$ cat config.mk
export PLATFORM = sky130hd
export DESIGN_NAME = throughput_monitor
export DESIGN_NICKNAME = d
export VERILOG_FILES = /design/src/rtl/throughput_monitor.sv
export SDC_FILE = /design/constraint.sdc
export NUM_CORES = 1
export LEC_CHECK = 0
export ABC_AREA = 1
export BUFFER_PORTS_ARGS = -buffer_cell sky130_fd_sc_hd__buf_2
export CORE_MARGIN = 10
export CORE_UTILIZATION = 55
export CTS_CLUSTER_DIAMETER = 100
export DETAILED_ROUTE_END_ITERATION = 7
export PLACE_DENSITY = 0.77
export SLEW_MARGIN = 20
export SYNTH_ARGS = -nofsm -noshare
export SYNTH_HDL_FRONTEND = slang
export SYNTH_SLANG_ARGS = --single-unit
$ cat constraint.sdc
create_clock -name clock -period 2.6 [get_ports clock]
set_input_delay 0.39 -clock clock [delete_from_list [all_inputs] [get_ports clock]]
set_output_delay 0.39 -clock clock [all_outputs]
set_load 0.005 [all_outputs]
$ cat src/rtl/throughput_monitor.sv
// throughput_monitor: hardware checker for "after a rises, b holds throughout
// N occurrences of c". Up to DEPTH overlapping attempts are tracked in slots.
// Each cycle reports how many attempts passed and failed in the previous one.
module throughput_monitor #(
  parameter int N     = 3,
  parameter int DEPTH = 4,
  localparam int CW   = $clog2(N + 1),
  localparam int RW   = $clog2(DEPTH + 1)
) (
  input  logic          clock,
  input  logic          reset,
  input  logic          a,
  input  logic          b,
  input  logic          c,
  output logic [RW-1:0] pass_cnt,
  output logic [RW-1:0] fail_cnt,
  output logic [RW-1:0] active,
  output logic          overflow,
  output logic          error
);

  logic             a_prev;
  logic             rose;
  logic             found;
  logic             drop;
  logic [DEPTH-1:0] busy;
  logic [DEPTH-1:0] pass_v;
  logic [DEPTH-1:0] fail_v;
  logic [DEPTH-1:0] free_v;
  logic [DEPTH-1:0] load_v;
  logic [DEPTH-1:0] busy_next;
  logic [CW-1:0]    count [DEPTH];
  logic [RW-1:0]    pass_sum;
  logic [RW-1:0]    fail_sum;
  logic [RW-1:0]    busy_sum;

  // Number of set bits in a slot vector; bounded by DEPTH so it fits RW bits.
  function automatic logic [RW-1:0] popcnt(input logic [DEPTH-1:0] v);
    logic [RW-1:0] sum;
    sum = '0;
    for (int i = 0; i < DEPTH; i++) begin
      sum = sum + RW'(v[i]);
    end
    return sum;
  endfunction

  assign rose = a & ~a_prev;

  // Per-slot verdicts. A slot loaded this cycle is not busy yet, so its own
  // launch cycle never contributes b or c (the |=> offset).
  for (genvar gi = 0; gi < DEPTH; gi++) begin : g_eval
    assign pass_v[gi] = busy[gi] & b & c & (count[gi] == CW'(N - 1));
    assign fail_v[gi] = busy[gi] & ~b;
    assign free_v[gi] = ~busy[gi] | pass_v[gi] | fail_v[gi];
  end

  // Lowest-index free slot takes the new attempt; slots retiring this cycle
  // count as free so a trigger can reuse them immediately.
  always_comb begin
    load_v = '0;
    found  = 1'b0;
    for (int i = 0; i < DEPTH; i++) begin
      if (rose && !found && free_v[i]) begin
        load_v[i] = 1'b1;
        found     = 1'b1;
      end
    end
  end

  assign drop      = rose & ~found;
  assign busy_next = (busy & ~pass_v & ~fail_v) | load_v;
  assign pass_sum  = popcnt(pass_v);
  assign fail_sum  = popcnt(fail_v);
  assign busy_sum  = popcnt(busy_next);

  // Per-slot c counter: restarts on load, advances on each qualifying c.
  for (genvar gi = 0; gi < DEPTH; gi++) begin : g_count
    always_ff @(posedge clock or posedge reset) begin
      if (reset) begin
        count[gi] <= '0;
      end else if (load_v[gi]) begin
        count[gi] <= '0;
      end else if (busy[gi] && b && c && !pass_v[gi]) begin
        count[gi] <= count[gi] + CW'(1);
      end
    end
  end

  // Slot occupancy and the edge detector for a.
  always_ff @(posedge clock or posedge reset) begin
    if (reset) begin
      busy   <= '0;
      a_prev <= 1'b0;
    end else begin
      busy   <= busy_next;
      a_prev <= a;
    end
  end

  // Registered result counts and sticky status flags.
  always_ff @(posedge clock or posedge reset) begin
    if (reset) begin
      pass_cnt <= '0;
      fail_cnt <= '0;
      active   <= '0;
      overflow <= 1'b0;
      error    <= 1'b0;
    end else begin
      pass_cnt <= pass_sum;
      fail_cnt <= fail_sum;
      active   <= busy_sum;
      overflow <= overflow | drop;
      error    <= error | (|fail_v);
    end
  end

endmodule

# Word level (Yosys, flattened, before mapping)
# Index checks and enable logic that the tools add are counted.
[totals] reg_bits=24 output_inout_bits=11
[op_classes] addsub=13 n_eq_ne=4 muxes=15 bitwise=40 n_reduce_logical=31
[ops] cell="logical AND 1 bit" n=19
[ops] cell="AND 1 bit" n=18
[ops] cell="two-way mux 2 bit" n=8
[ops] cell="bitwise OR 1 bit" n=10
[ops] cell="adder 2 x 1 -> 3 bit" n=3
[ops] cell="adder 3 x 1 -> 3 bit" n=3
[ops] cell="adder 2 x 1 -> 2 bit, second input constant" n=4
[ops] cell="AND 4 bit" n=2
[ops] cell="== test 2 bit, second input constant" n=4
[ops] cell="inverter 4 bit" n=2
[ops] cell="nonzero test 2 bit" n=4
[ops] cell="logical NOT 1 bit" n=7
[ops] cell="two-way mux 1 bit" n=7
[ops] cell="inverter 1 bit" n=7
[ops] cell="adder 1 x 1 -> 2 bit" n=3
[ops] cell="bitwise OR 4 bit" n=1
[ops] cell="OR reduction 4 bit" n=1

# Logic depth before layout (Yosys ltp)
[depth] depth_word=23 depth_mapped=10 depth_no_buf=10

# Least setup slack after synthesis
# OpenSTA, ideal clock, no wires.
[synth_path] path_kind="reg2reg" start="register count[4] (netlist bit)" end="register active[1]" setup_ps=126 t_arrival_ps=1989 setup_slack_ps=485 stages_incl_launch_ff=9 n_path_buf=0 synth_period_minus_slack_ps=2115 path_cell_list="dfrtp_1 -> inv_1 -> ha_1 -> a21oi_2 -> nand2_1 -> o21ai_1 -> fa_1 -> ha_1 -> ha_1"
[synth_via] elab_chain_cells=16
[synth_rtl] element="start, declared" line="32" text="logic [CW-1:0] count [DEPTH];"
[synth_rtl] element="start signal, assigned by index" line="84" text="count[gi] <= count[gi] + CW'(1);"
[synth_rtl] element="== test 2 bit *" line="52" text="assign pass_v[gi] = busy[gi] & b & c & (count[gi] == CW'(N - 1));"
[synth_rtl] element="AND 1 bit *" line="52"
[synth_rtl] element="bitwise OR 1 bit * (2 in a row)" line="54" text="assign free_v[gi] = ~busy[gi] | pass_v[gi] | fail_v[gi];"
[synth_rtl] element="logical AND 1 bit *" line="63" text="if (rose && !found && free_v[i]) begin"
[synth_rtl] element="two-way mux 1 bit *" line="63"
[synth_rtl] element="logical NOT 1 bit" line="63"
[synth_rtl] element="logical AND 1 bit (2 in a row)" line="63"
[synth_rtl] element="two-way mux 1 bit *" line="63"
[synth_rtl] element="logical NOT 1 bit *" line="63"
[synth_rtl] element="logical AND 1 bit * (2 in a row)" line="63"
[synth_rtl] element="two-way mux 1 bit *" line="63"
[synth_rtl] element="bitwise OR 4 bit *" line="71" text="assign busy_next = (busy & ~pass_v & ~fail_v) | load_v;"
[synth_rtl] element="via busy_next[3]" line="31" text="logic [DEPTH-1:0] busy_next;"
[synth_rtl] element="adder 3 x 1 -> 3 bit *" line="42" text="sum = sum + RW'(v[i]);"
[synth_rtl] element="via busy_sum[1]" line="35" text="logic [RW-1:0] busy_sum;"
[synth_rtl] element="end signal, assigned" line="111" text="active <= busy_sum;"
[synth_rtl] element="end, declared" line="17" text="output logic [RW-1:0] active,"
# Mark *: on every way through the listed nets, which the timed path passes. The rest lies on a longest branch.
# A chain may end at the register's enable or synchronous reset.

# Worst setup path after layout
# Ends and elaborated chain as after synthesis.

==> flow_summary.ini <==
[outcome]
outcome = finished clean

[clock_tree]
cts_hold_buf = 0
numClockSinks = 24
cts_tree = yes
postCtsSetupBuffers = 0
cts_resized = 0
cts_buffer_depth = 2
clk_latency_ns = 0.31
clk_pin_slew_ns = 0.13
cts.htree.levels = 1
cts_buffers = 3
cts_root_buffer = clkbuf_4

[placement]
place_congestion = 0.911
post_dp_cell_area_mm2 = 0.00129
io_buffers = 15
place_inst = 166
dp_slack_ns = 0.300
post-dp-hpwl_mm = 1.63

[die]
start_util_pct = 59.1
die_area_mm2 = 0.00441
io_pins = 16
coreArea_mm2 = 0.00200
die_w_um = 66.4
fp-row-count = 16
die_h_um = 66.4

[timing]
slew_violations = 0
fin_crit_sh_pct = 89.3
setup_violations = 0
hold_violations = 0
finalClockSkew_ns = 0.00129
rsz0062_at_grt = false
tns_ns = 0
max_freq_ghz = 0.430
setup_ws_ns = 0.277
fin_crit_ns = 2.32
worst_pin_slew_ns = 0.885
max_slew_margin_pct = 40.9
whs_ns = 0.195

[power_and_ir_drop]
power-per-cell-area_mw_per_mm2 = 597
ir_worst_vdd_mv = 0.433
p_sw_uw = 198
power_frac_clock_pct = 33.0
sequentialPowerShare_pct = 52.1
power_frac_comb_pct = 14.9
cellInternalPower_uw = 605
switching_share_pct = 24.7
p_leak_nw = 0.778
total_power_uw = 803

[worst_setup_path]
start_kind = register
critPathKind = reg2reg
cp_data_arrival_time_ns = 2.53
critical_path_required_ns = 2.81
r2r_slack_ns = 0.28
crit_fanout = 6
endpoint_kind = register

[layout]
nets = 163
multiInputGateArea_um2 = 482
design_area_mm2 = 0.00135
regArea_um2 = 601
syn2layout_area_growth_pct = 13.6
final_core_util_pct = 67.2
fillCellCount = 173
layout-drive-gt1-share_pct = 18.2
antenna_cells = 0
fin_cells = 170

[detailed_routing]
drc = 0
first_pass_iters = 4
viasPerCell = 4.82
ant_nets = 0
drt-total-wl_mm = 2.00
routedWlPerCell_um = 11.7
drt_iter0_drc = 23
vias = 819

[synthesis]
avgSynthCellArea_um2 = 9.55
ys_types = 19
synth_top_cell_by_area = dfrtp_1
ys_warn_count = 0
synth_edf_count = 0
async_flop_share_pct = 100
synth_cells = 124
synth_area_mm2 = 0.00118
synth_flop_cell = dfrtp_1
ys_top_cells_by_area = dfrtp_1 (51%), ha_1 (12%), inv_1 (7.9%), nand2_1 (7.6%), fa_1 (5.1%)
ys_seq_area_share_pct = 50.7
synth_fp_nets = 143
netlist.area_leader.share_pct = 50.7
synth_seq_cells = 24
synth_common_cells = inv_1 (25), dfrtp_1 (24), nand2_1 (24)
synth.most_common_cell = inv_1

[global_routing]
grt_start_max_net_pins = 25
grt_use_total_pct = 10.4
grt_pass1_vias = 855
grt-ovfl-total = 0
antenna_found_initial = 0
grt_pass1_wl_mm = 3.64

[run]
maxCapViolations = 0

[min_path]
min_path_type = in2reg
-- logic make-up after synthesis --
group,after synthesis,synth area share (%)
AOI/OAI and AO/OA,13,6.34
xor gates and xnor gates,3,2.22
adders and majority gates,14,16.7
buffers and inverters,27,8.56
DFF,24,50.7
and+or+nand+nor,43,15.4
-- power by group through the flow --
stage               Sequential [mW]  Combinational, mW  Clock, mW
floorplan                     0.424             0.0870          0
global placement              0.424              0.112          0
detailed placement            0.425              0.120          0
CTS                           0.418              0.123      0.270
global route                  0.423              0.147      0.287
finish                        0.418              0.120      0.265
-- registers in the layout, indices dropped and copies added, names as in the netlist --
signal and flops:
a_prev 1, fail_cnt 3, overflow 1, count 8
pass_cnt 3, busy 4, error 1, active 3
-- per-layer routing --
| metal | routed length [um] | global-route usage (%) | share of wire, % | up-vias |
|---|---|---|---|---|
| li1 | - | - | - | 418 |
| met3 | 126 | 3.39 | 6.3 | 4 |
| met2 | 925 | 17.3 | 46 | 15 |
| met5 | 0 | 0 | 0 | - |
| met4 | 28 | 3.40 | 1.4 | 0 |
| met1 | 916 | 12.1 | 46 | 382 |
-- worst max-delay path, cell delays in order (launching register included) --
cell and delay [ns]:
dfrtp_1 0.34, inv_1 0.06, ha_1 0.26, a21oi_2 0.28, nand2_1 0.14, o21ai_1 0.22, fa_1 0.45, ha_1 0.20
ha_1 0.27
-- cell type report --
cell class	count	area share, %
clock buffer	3	1.67
sequential	24	44.7
timing repair buffer	15	5.58
inverter	27	7.53
clock inverter	1	2.23
multi-input combinational	73	35.8
tap	27	2.51
-- path summary, 6_finish.rpt --
path                       cells past startpoint   endpoint      from
setup / recovery                               8  active[1]  count[4]
hold / removal                                 1     a_prev         a
setup reg to reg                               8  active[1]  count[4]
hold reg to reg                                2      error     error
max in group asynchronous                      2   overflow     reset
min in group asynchronous                      2   count[6]     reset
-- cells in the final DEF, fill, tap and decap left out --
cell,count
inv_1,25
nand2_1,24
dfrtp_1,24
buf_2,15
ha_1,11
nor2_1,8
o21ai_0,5
nand3_1,4
nor2_2,3
a21oi_1,3
xor2_1,3
fa_1,3
clkbuf_4,3
inv_2,2
o21ai_1,2
nand4_1,2
nor3_1,1
a21oi_2,1
o21ai_2,1
or2_1,1
o21bai_1,1
bufinv_16,1
Power figures use the tool's default switching activity.
